$ cat src/rtl/btn_pkg.sv
`default_nettype none
// ============================================================================
// Module   : btn_pkg
// Purpose  : Shared event-type codes and key FSM state encodings for the
//            button event controller.
// Revision : 1.0  initial release
// ============================================================================
package btn_pkg;

    // Event type codes. The numeric order is also the delivery priority
    // within one button (lower code is delivered first).
    localparam logic [1:0] EV_PRESS   = 2'd0;
    localparam logic [1:0] EV_LONG    = 2'd1;
    localparam logic [1:0] EV_REPEAT  = 2'd2;
    localparam logic [1:0] EV_RELEASE = 2'd3;

    // Number of distinct event types per button
    localparam int EV_TYPES = 4;

    // Key FSM state encodings
    localparam logic [1:0] ST_IDLE    = 2'd0;
    localparam logic [1:0] ST_PRESSED = 2'd1;
    localparam logic [1:0] ST_HELD    = 2'd2;

    typedef enum logic [1:0] {
        KEY_IDLE    = ST_IDLE,
        KEY_PRESSED = ST_PRESSED,
        KEY_HELD    = ST_HELD
    } key_state_t;

endpackage : btn_pkg
`default_nettype wire

$ cat src/rtl/btn_event_ctrl_key_fsm.sv
`default_nettype none
// ============================================================================
// Module   : btn_key_fsm
// Purpose  : Press / long-press / auto-repeat state machine for one debounced
//            button. Advances only on the shared sample tick and emits
//            one-cycle raise pulses, one bit per event type.
// Revision : 1.0  initial release
// ============================================================================
module btn_key_fsm
    import btn_pkg::*;
#(
    parameter int LONG_TICKS   = 48,
    parameter int REPEAT_TICKS = 10
) (
    input  logic                clk,
    input  logic                rst,
    input  logic                i_tick,
    input  logic                i_s,
    output logic [EV_TYPES-1:0] o_raise
);

    localparam logic [7:0] c_LONG_LAST   = 8'(LONG_TICKS - 1);
    localparam logic [7:0] c_REPEAT_LAST = 8'(REPEAT_TICKS - 1);

    key_state_t          r_state;
    logic [7:0]          r_cnt;
    logic [EV_TYPES-1:0] r_raise;

    // State, hold counter and registered raise pulses; the compare uses the
    // counter value before increment, so LONG lands LONG_TICKS ticks after PRESS.
    always_ff @(posedge clk) begin
        if (rst) begin
            r_state <= KEY_IDLE;
            r_cnt   <= 8'd0;
            r_raise <= '0;
        end else begin
            r_raise <= '0;
            if (i_tick) begin
                case (r_state)
                    KEY_IDLE: begin
                        if (i_s) begin
                            r_state           <= KEY_PRESSED;
                            r_cnt             <= 8'd0;
                            r_raise[EV_PRESS] <= 1'b1;
                        end
                    end
                    KEY_PRESSED: begin
                        if (!i_s) begin
                            r_state             <= KEY_IDLE;
                            r_raise[EV_RELEASE] <= 1'b1;
                        end else if (r_cnt == c_LONG_LAST) begin
                            r_state          <= KEY_HELD;
                            r_cnt            <= 8'd0;
                            r_raise[EV_LONG] <= 1'b1;
                        end else begin
                            r_cnt <= r_cnt + 8'd1;
                        end
                    end
                    KEY_HELD: begin
                        if (!i_s) begin
                            r_state             <= KEY_IDLE;
                            r_raise[EV_RELEASE] <= 1'b1;
                        end else if (r_cnt == c_REPEAT_LAST) begin
                            r_cnt              <= 8'd0;
                            r_raise[EV_REPEAT] <= 1'b1;
                        end else begin
                            r_cnt <= r_cnt + 8'd1;
                        end
                    end
                    default: begin
                        r_state <= KEY_IDLE;
                        r_cnt   <= 8'd0;
                    end
                endcase
            end
        end
    end

    assign o_raise = r_raise;

endmodule : btn_key_fsm
`default_nettype wire

$ cat src/rtl/btn_event_ctrl.sv
`default_nettype none
// ============================================================================
// Module   : btn_event_ctrl
// Purpose  : Key-event controller: synchronises and tick-samples the buttons,
//            runs one key FSM per button, collects raised events in a pending
//            array and serialises them over a valid/ready port.
// Revision : 1.0  initial release
// ============================================================================
module btn_event_ctrl
    import btn_pkg::*;
#(
    parameter int          BT_WIDTH     = 8,
    parameter logic [19:0] TICK_CNT     = 20'hF_FFFF,
    parameter int          LONG_TICKS   = 48,
    parameter int          REPEAT_TICKS = 10,
    parameter logic        ACTIVE_LOW   = 1'b1
) (
    input  logic                clk,
    input  logic                rst,
    input  logic [BT_WIDTH-1:0] btn_in,
    output logic [BT_WIDTH-1:0] btn_level,
    output logic                tick,
    output logic                ev_valid,
    input  logic                ev_ready,
    output logic [1:0]          ev_type,
    output logic [5:0]          ev_idx,
    output logic                ev_drop
);

    // Pending bit layout: button b, type t lives at bit b*EV_TYPES + t, so the
    // lowest set bit is exactly the next event in delivery order.
    localparam int                  c_NPEND = EV_TYPES * BT_WIDTH;
    localparam logic [BT_WIDTH-1:0] c_POL   = {BT_WIDTH{ACTIVE_LOW}};

    logic [BT_WIDTH-1:0] r_sync1;
    logic [BT_WIDTH-1:0] r_sync2;
    logic [BT_WIDTH-1:0] r_level;
    logic [19:0]         r_tick_cnt;
    logic [c_NPEND-1:0]  r_pend;
    logic                r_valid;
    logic [1:0]          r_type;
    logic [5:0]          r_idx;
    logic                r_drop;

    logic [BT_WIDTH-1:0] w_s;
    logic                w_tick;
    logic [c_NPEND-1:0]  w_raise;
    logic [c_NPEND-1:0]  w_clr;
    logic                w_found;
    logic [7:0]          w_sel;
    logic                w_load;

    // Two-flop synchroniser; reset to the idle pin level so no phantom press appears
    always_ff @(posedge clk) begin
        if (rst) begin
            r_sync1 <= c_POL;
            r_sync2 <= c_POL;
        end else begin
            r_sync1 <= btn_in;
            r_sync2 <= r_sync1;
        end
    end

    assign w_s    = r_sync2 ^ c_POL;
    assign w_tick = (r_tick_cnt == TICK_CNT);

    // Free-running tick counter, wraps in the same cycle the tick strobe is high
    always_ff @(posedge clk) begin
        if (rst) begin
            r_tick_cnt <= 20'd0;
        end else if (w_tick) begin
            r_tick_cnt <= 20'd0;
        end else begin
            r_tick_cnt <= r_tick_cnt + 20'd1;
        end
    end

    // Debounced level is simply the synchronised value sampled on tick
    always_ff @(posedge clk) begin
        if (rst) begin
            r_level <= '0;
        end else if (w_tick) begin
            r_level <= w_s;
        end
    end

    generate
        for (genvar gi = 0; gi < BT_WIDTH; gi++) begin : g_key
            btn_key_fsm #(
                .LONG_TICKS   (LONG_TICKS),
                .REPEAT_TICKS (REPEAT_TICKS)
            ) u_key (
                .clk     (clk),
                .rst     (rst),
                .i_tick  (w_tick),
                .i_s     (w_s[gi]),
                .o_raise (w_raise[gi*EV_TYPES +: EV_TYPES])
            );
        end
    endgenerate

    // Priority select: lowest set pending bit wins
    always_comb begin
        w_found = 1'b0;
        w_sel   = 8'd0;
        for (int i = c_NPEND - 1; i >= 0; i--) begin
            if (r_pend[i]) begin
                w_found = 1'b1;
                w_sel   = 8'(i);
            end
        end
    end

    assign w_load = (!r_valid || ev_ready) && w_found;
    assign w_clr  = w_load ? ({{(c_NPEND-1){1'b0}}, 1'b1} << w_sel) : '0;

    // Pending array: a raise always wins over the load-cycle clear; a raise onto
    // a bit that stays set loses that event and is reported as a drop
    always_ff @(posedge clk) begin
        if (rst) begin
            r_pend <= '0;
            r_drop <= 1'b0;
        end else begin
            r_pend <= (r_pend & ~w_clr) | w_raise;
            r_drop <= |(w_raise & r_pend & ~w_clr);
        end
    end

    // Output register: refills whenever empty or being consumed; fields hold while stalled
    always_ff @(posedge clk) begin
        if (rst) begin
            r_valid <= 1'b0;
            r_type  <= 2'd0;
            r_idx   <= 6'd0;
        end else if (!r_valid || ev_ready) begin
            r_valid <= w_found;
            if (w_found) begin
                r_type <= w_sel[1:0];
                r_idx  <= w_sel[7:2];
            end
        end
    end

    assign btn_level = r_level;
    assign tick      = w_tick;
    assign ev_valid  = r_valid;
    assign ev_type   = r_type;
    assign ev_idx    = r_idx;
    assign ev_drop   = r_drop;

endmodule : btn_event_ctrl
`default_nettype wire

$ cat config.mk
export PLATFORM = sky130hd
export DESIGN_NAME = btn_event_ctrl
export DESIGN_NICKNAME = d
export VERILOG_FILES = /design/src/rtl/btn_pkg.sv /design/src/rtl/btn_event_ctrl_key_fsm.sv /design/src/rtl/btn_event_ctrl.sv
export SDC_FILE = /design/constraint.sdc
export NUM_CORES = 1
export LEC_CHECK = 0
export BUFFER_PORTS_ARGS = -buffer_cell sky130_fd_sc_hd__buf_4
export CAP_MARGIN = 5
export CORE_ASPECT_RATIO = 2
export CORE_MARGIN = 5
export CORE_UTILIZATION = 51
export DETAILED_ROUTE_END_ITERATION = 10
export HOLD_SLACK_MARGIN = 0.12
export PLACE_DENSITY_LB_ADDON = 0.3
export SLEW_MARGIN = 25
export SYNTH_ARGS = -nofsm -noshare
export SYNTH_HDL_FRONTEND = slang
export SYNTH_SLANG_ARGS = --single-unit
$ cat constraint.sdc
create_clock -name clk -period 3.3 [get_ports clk]
set_input_delay 0.165 -clock clk [delete_from_list [all_inputs] [get_ports clk]]
set_output_delay 0.165 -clock clk [all_outputs]
set_load 0.01 [all_outputs]
# After elaboration in Yosys (flattened, before gate mapping)
# Index checks and enable logic that the tools add are counted.
# W data, S select, Z words.
[totals] register_bits=198 in_bits=11 out_inout_bits=19 word_cells=442
[classes] add_sub_neg=9 eq_ne=73 shift=1 n_mux=185 bitwise_logic=47 reduce_logical=70
[ops] operator="$mux W8" n=71
[ops] operator="$pmux W8 S3" n=8
[ops] operator="$and A32 B32 Y32" n=3
[ops] operator="$add A8 B1 Y8 const B" n=8
[ops] operator="$eq A8 B4 Y1 const B" n=8
[ops] operator="$eq A8 B6 Y1 const B" n=8
[ops] operator="$mux W1" n=64
[ops] operator="$mux W2" n=32
[ops] operator="$ne A2 B2 Y1 const B" n=32
[ops] operator="$reduce_and A4 Y1" n=16
[ops] operator="$reduce_or A4 Y1" n=16
[ops] operator="$pmux W2 S3" n=8
[ops] operator="$reduce_or A3 Y1" n=16
[ops] operator="$not A1 Y1" n=41
[ops] operator="$mux W32" n=1
[ops] operator="$not A32 Y32" n=1
[ops] operator="$or A32 B32 Y32" n=1
[ops] operator="$reduce_or A32 Y1" n=1
[ops] operator="$shl A1 B8 Y32 const A" n=1
[ops] operator="$ne A3 B2 Y1 const B" n=8
[ops] operator="$add A20 B1 Y20 const B" n=1
[ops] operator="$eq A20 B20 Y1 const B" n=1
[ops] operator="$reduce_or A2 Y1" n=9
[ops] operator="$eq A2 B1 Y1 const B" n=8
[ops] operator="8 further kinds" n=22

# Depth between registers and ports, before layout
# Gate-level depths: netlist of run 1.
[depth] ltp_word=37 ltp_mapped=12 ltp_nobuf=10

# Modules after synthesis
# Synthesis of run 1 repeated with hierarchy kept, for this count alone.
[unflattened] hier_cells=1222 area_unflattened_um2=10351.2
[modules_own_cells] module="btn_key_fsm" instances=8 cells_each=90 area_per_inst_um2=799.5 seq_area_each_um2=280.3
[modules_own_cells] module="btn_event_ctrl" instances=1 cells_each=502 area_per_inst_um2=3955.0 seq_area_each_um2=1661.6

# Worst setup path after synthesis of run 1
# Ideal clock, no wire load.
[synth_path] path_kind="reg-to-reg" startpoint="register r_pend[8]" endpoint="register r_drop (netlist: ev_drop)" setup_ps=133 arrival_time_ps=2620 required_time_ps=3167 path_slack_ps=547 stages_incl_launch_ff=11 path_buffers=1 synth_period_minus_slack_ps=2753 cell_sequence="dfxtp_1 or4_4 nor2_4 nand3_2 or3_4 buf_6 or4_4 a32oi_1 nand4_1 nor2_1 a31oi_1"
[synth_via] elab_chain_cells=14 elab_cells_between_ends=25 classes_between="shift (1); mux (19); bitwise (3); reduce/logical (2)"
[synth_rtl] element="start, declared" line="btn_event_ctrl.sv:39" source="logic [c_NPEND-1:0] r_pend;"
[synth_rtl] element="start signal, assigned" line="btn_event_ctrl.sv:124" source="r_pend <= (r_pend & ~w_clr) | w_raise;"
[synth_rtl] element="$mux W8 / $mux W1 (equally long branches) (9 in series)" line="btn_event_ctrl.sv:107" source="if (r_pend[i]) begin"
[synth_rtl] element="$shl A1 B8 Y32 / $logic_and A1 B1 Y1 (equally long branches)" line="btn_event_ctrl.sv:115, btn_event_ctrl.sv:114"
[synth_rtl] element="$mux W32" line="btn_event_ctrl.sv:115" source="assign w_clr = w_load ? ({{(c_NPEND-1){1'b0}}, 1'b1} << w_sel) : '0;"
[synth_rtl] element="$not A32 Y32" line="btn_event_ctrl.sv:125" source="r_drop <= |(w_raise & r_pend & ~w_clr);"
[synth_rtl] element="$and A32 B32 Y32 (*)" line="btn_event_ctrl.sv:125"
[synth_rtl] element="$reduce_or A32 Y1 (*)" line="btn_event_ctrl.sv:125"
[synth_rtl] element="end signal, assigned" line="btn_event_ctrl.sv:125"
[synth_rtl] element="end, declared" line="btn_event_ctrl.sv:43" source="logic r_drop;"
# Every way passes the cells marked *; elsewhere a longest branch is shown, timed or not.
# A chain may end at the register's enable or synchronous reset.

# Worst setup path in the final report of run 1
# Same ends and word-level chain as after synthesis.

==> results.toml, run 1 <==
[power]
leakage_uw = 0.00391
power.density_nw_per_um2 = 438
total_power_uw = 4510
ir_drop_mv = 0.289

[yosys]
synth-edff-count = 0
synthArstFlopShare_pct = 0
syn_area_per_cell_um2 = 8.63
ys.warnings.count = 0
seq_area_frac_synth_pct = 42.8
ys_types = 64
syn-cell-area_um2 = 9110
ys_ff_latch = 195
postSynthCellCount = 1056
synth_flop_cell = "dfxtp_1"

[status]
status = "complete, no violations"

[place]
post-place-cells = 1288
placed_cell_area_um2 = 9640
io_buffer_count = 26
hpwlAfterDp_um = 16700
gp_congestion = 1.02

[worst_setup_path]
critPathKind = "register to register"
worst-path-max-fanout = 7
worstSetupEndpointType = "register"
path_cells = "or4_4, nor2_4, nand3_2, or3_4, or4_1, a311oi_2, nand4_1, nor2_1, a31oi_1"
critPathLaunchType = "register"
cp_data_arrival_time_ps = 3410
r2r_end = "ev_drop"
slowest_delay_ps = 600
cp.depth = 9
cp_top_family = "simple AND/OR/NAND/NOR gates"
slowest_stage = "or4_4"
r2r_cells = 9
critPathRequiredTime_ps = 3590
r2r-start = "r_pend[8]"
r2r_slack_ps = 180
critPathBufInv = 0

[floorplan]
dieArea_um2 = 20800
ios = 30
core-area_um2 = 17700
die_w_um = 105
start_util_pct = 51.5
die_h_um = 199
rows = 69

[cts]
cts_sinks = 195
cts_tree = "done"
clock_latency_ps = 430
cts-root-buf = "clkbuf_16"
cts_setup_buffers = 0
clk_pin_slew_ps = 70
clockBufferDepth = 2
cts-buffers-inserted = 17
htreeDepth = 4

[route]
wire_per_inst_um = 17.0
drtPass1Iterations = 5
wl_um = 22600
routed_via_density = 5.73
detail-route-antenna-nets = 0
drt-initial-drc-count = 325
drc_errors = 0
vias = 7615

[cells_and_area]
post-route-util_pct = 58.3
ff_latch_area_um2 = 3900
drive_gt1_share_pct = 11.0
nFillCells = 1573
diodes = 0
fin_cells = 1328
stdcell_area_um2 = 10300
nets = 1154
multi_input_area_um2 = 4860
area_growth_pct = 13.3

[sta]
setup_tns_ps = 0
fin_crit_sh_pct = 94.5
max_freq_ghz = 0.321
worst_pin_slew_ps = 827
hold_viol = 0
maxSlewHeadroom_pct = 44.7
skew_ps = 13.7
setup_viol = 0
rsz0062_at_grt = "no"
drv_slew = 0
fin_crit_ps = 3120

[min_path]
min_to = "r_pend[24]"
whs_path_depth = 2
min_path_type = "primary input to register"
hp-start = "rst"

[global_route]
gr-total-overflow = 0
grt_antenna_before_repair = 0
gr-usage-all-layers_pct = 22.1
grt_pass1_vias = 7672
grt_max_degree = 63
grt_pass1_wl_um = 37100

[job]
cap_violations = 0
[cell usage in the layout (no fill, tap or decap), types with 21 or more instances in the layout]
cell type	count
dfxtp_1	195
nor2_1	158
a21oi_1	61
buf_4	56
inv_1	53
nand2_1	52
xor2_1	52
o21ai_0	42
ha_1	41
nand4_1	35
and3_1	35
nand3_1	25
a211oi_1	25
nor3b_1	21
[routing by layer]
layer	part of all wire (%)	track usage, %	vias up
met3	2.7	3.48	60
met2	55	42.8	148
met1	36	21.0	3602
met4	5.7	14.1	0
met5	0	0	-
li1	-	-	3805
[cells in the mapped netlist, types with 16 or more instances]
master | number | area, µm²
dfxtp_1 | 195 | 3900
nor2_1 | 158 | 593
a21oi_1 | 61 | 305
inv_1 | 53 | 199
nand2_1 | 52 | 195
xor2_1 | 52 | 455
o21ai_0 | 42 | 210
ha_1 | 41 | 513
and3_1 | 35 | 219
nand4_1 | 35 | 219
clkbuf_1 | 29 | 109
a211oi_1 | 25 | 188
nand3_1 | 25 | 125
nor3b_1 | 21 | 158
or2_2 | 19 | 119
or3_1 | 19 | 119
nand2b_1 | 16 | 100
[power breakdown]
| part | leakage, µW | switching, µW | total [µW] | internal [µW] |
|---|---|---|---|---|
| Sequential | 0.00157 | 13.7 | 2380 | 2360 |
| Combinational | 0.00204 | 43.4 | 73.0 | 29.6 |
| Clock | 0.000293 | 979 | 2070 | 1090 |
| Total | 0.00391 | 1040 | 4510 | 3480 |
[stage by stage]
stage / hold WS (ps) / setup slack (ps)
finish: 252 / 181
CTS: 238 / 213
floorplan: 269 / 547
global route: 275 / 2.30
detailed placement: 353 / 234
global placement: 351 / 280
[what timing repair did]
item                                   in CTS  in global routing
hold buffers                                8                  0
setup endpoints to repair                   0                  2
gates resized for setup                     0                  2
endpoints found under the hold margin       8                  0
[worst register-to-register path: stages (launching register included)]
cell and delay (ps):
dfxtp_1 370, or4_4 600, nor2_4 160, nand3_2 80, or3_4 400, or4_1 590, a311oi_2 300, nand4_1 240
nor2_1 160, a31oi_1 80
[final cells by class]
class | count | area share, %
flip-flops and latches | 195 | 37.8
inverters | 53 | 1.93
clock inverters | 14 | 1.55
clock buffers | 18 | 4.16
repair buffers | 64 | 4.85
multi-input cells | 771 | 47.1
well taps | 213 | 2.58
[flip-flops by register name, indices dropped and copies added, names as in the netlist, 3 cells and up]
register and cells:
r_pend 32, ev_idx 3, g_key.u_key.o_raise 32, r_sync1 8
btn_level 8, g_key.u_key.r_cnt 64, r_tick_cnt 20, g_key.u_key.r_state 16
r_sync2 8
[how the worst max path moves through the flow]
stage | from | end | slack [ps]
2_1_floorplan | r_pend[8] | ev_drop | 550
3_3_place_gp | r_pend[8] | ev_drop | 280
3_5_place_dp | r_pend[8] | ev_drop | 230
4_1_cts | r_tick_cnt[0] | g_key[2].u_key.o_raise[1] | 210
5_1_grt | r_pend[8] | ev_drop | 2
6_report | r_pend[8] | ev_drop | 180
[cells by family (layout without fill, tap and decap cells)]
family          after synthesis  after routing  synth area share, %
simple gates                448            448                 25.8
other cells                   1              3               0.0412
fa+ha+maj                    41             41                 5.63
mux                           7              7                0.769
buf+inv                      92            149                 4.04
compound gates              207            207                 14.6
flops                       195            195                 42.8
xor+xnor                     65             65                 6.25
Power figures use the tool's default switching activity.
==> inputs of run 2 (changes only) <==
==> constraint.sdc (replaced) <==
create_clock -name clk -period 3.6 [get_ports clk]
set_input_delay 0.18 -clock clk [delete_from_list [all_inputs] [get_ports clk]]
set_output_delay 0.18 -clock clk [all_outputs]
set_load 0.01 [all_outputs]
==> results.toml, run 2 (synthesis results as in run 1) <==
[sta]
hold_viol = 0
drv_slew = 0
fin_crit_ps = 3330
setup_tns_ps = 0
whs_ps = 253
rsz0062_at_grt = "no"
maxSlewHeadroom_pct = 45.2
worst_pin_slew_ps = 813
skew_ps = 11.0
max_freq_ghz = 0.300
setup_viol = 0
fin_crit_sh_pct = 92.6

[status]
status = "complete, no violations"

[power]
power.density_nw_per_um2 = 403
ir_drop_mv = 0.305
leakage_uw = 0.00385

[place]
hpwlAfterDp_um = 16400
io_buffer_count = 26
gp_congestion = 0.981

[global_route]
gr-usage-all-layers_pct = 21.3
grt_pass1_wl_um = 36200
grt_antenna_before_repair = 0
grt_pass1_vias = 7704
gr-total-overflow = 0
grt_max_degree = 41

[floorplan]
rows = 69
core-area_um2 = 17700
die_w_um = 105
start_util_pct = 51.5
dieArea_um2 = 20800
ios = 30
die_h_um = 199

[route]
drc_errors = 0
wire_per_inst_um = 16.6
drtPass1Iterations = 6
drt-initial-drc-count = 376
vias = 7655
routed_via_density = 5.82
detail-route-antenna-nets = 0
wl_um = 21800

[cts]
clk_pin_slew_ps = 70
clock_latency_ps = 440
cts-buffers-inserted = 17
cts-root-buf = "clkbuf_16"
cts.repair.resized = 0
cts_tree = "done"
htreeDepth = 4
clockBufferDepth = 2
cts_setup_buffers = 0
cts_hold_buffers = 9
cts_sinks = 195

[min_path]
min_path_type = "primary input to register"

[cells_and_area]
diodes = 0
layout_commonest_cell = "dfxtp_1"
largest_reg_flops = 64
drive_gt1_share_pct = 9.79
final_cell_mix = "195 x dfxtp_1, 158 x nor2_1, 61 x a21oi_1"
nets = 1142
area_growth_pct = 12.1
regMostFlops = "g_key.u_key.r_cnt"

[worst_setup_path]
critPathRequiredTime_ps = 3910
cp_data_arrival_time_ps = 3640
critPathKind = "register to register"
critPathLaunchType = "register"
worstSetupEndpointType = "register"
worst-path-max-fanout = 11

[job]
cap_violations = 0
run 2: final timing paths:
check	start	endpoint	slack (ps)	depth (start not counted)
worst max-delay path	r_pend[6]	ev_drop	270	9
worst min-delay path	ev_ready	r_pend[0]	250	4
worst max register to register	r_pend[6]	ev_drop	270	9
worst min register to register	r_sync1[7]	r_sync2[7]	420	1
run 2: metal layers:
layer | routed length (µm) | GRT usage (%)
met5 | 0 | 0
met4 | 1390 | 14.2
met3 | 597 | 2.89
met2 | 11900 | 41.1
met1 | 7950 | 20.5
run 2: worst max-delay path, cell delays in order (launching register included):
cell	delay (ps)
dfxtp_1	380
nor4_1	500
and2_1	370
nand3_2	120
or3_4	460
or4_1	590
a311oi_1	350
nand4_1	220
nor2_1	150
a31oi_1	80
run 2: final cells by class:
class,instances,area (µm²)
sequential,195,3900
timing repair buffer,52,413
fill,1617,7480
clock buffer,21,470
tap,213,267
multi-input combinational,771,4850
clock inverter,11,115
inverter,53,199
run 2: power by group:
group          switching, µW  internal (µW)  total, µW
Combinational           39.5           28.5       68.0
Sequential              12.2           2170       2180
Clock                    845           1030       1870
Total                    896           3220       4120
run 2: per-stage QoR:
stage               util [%]  instances  setup slack (ps)  area, µm²  total power (µW)
floorplan                  -       1058               847       9120              2270
global placement        53.9       1275               476       9540              2290
detailed placement      53.9       1275               413       9540              2290
CTS                     57.7       1316               392      10200              4160
global route            57.7       1316               147      10200              4260
finish                  57.7       1316               268      10200              4120
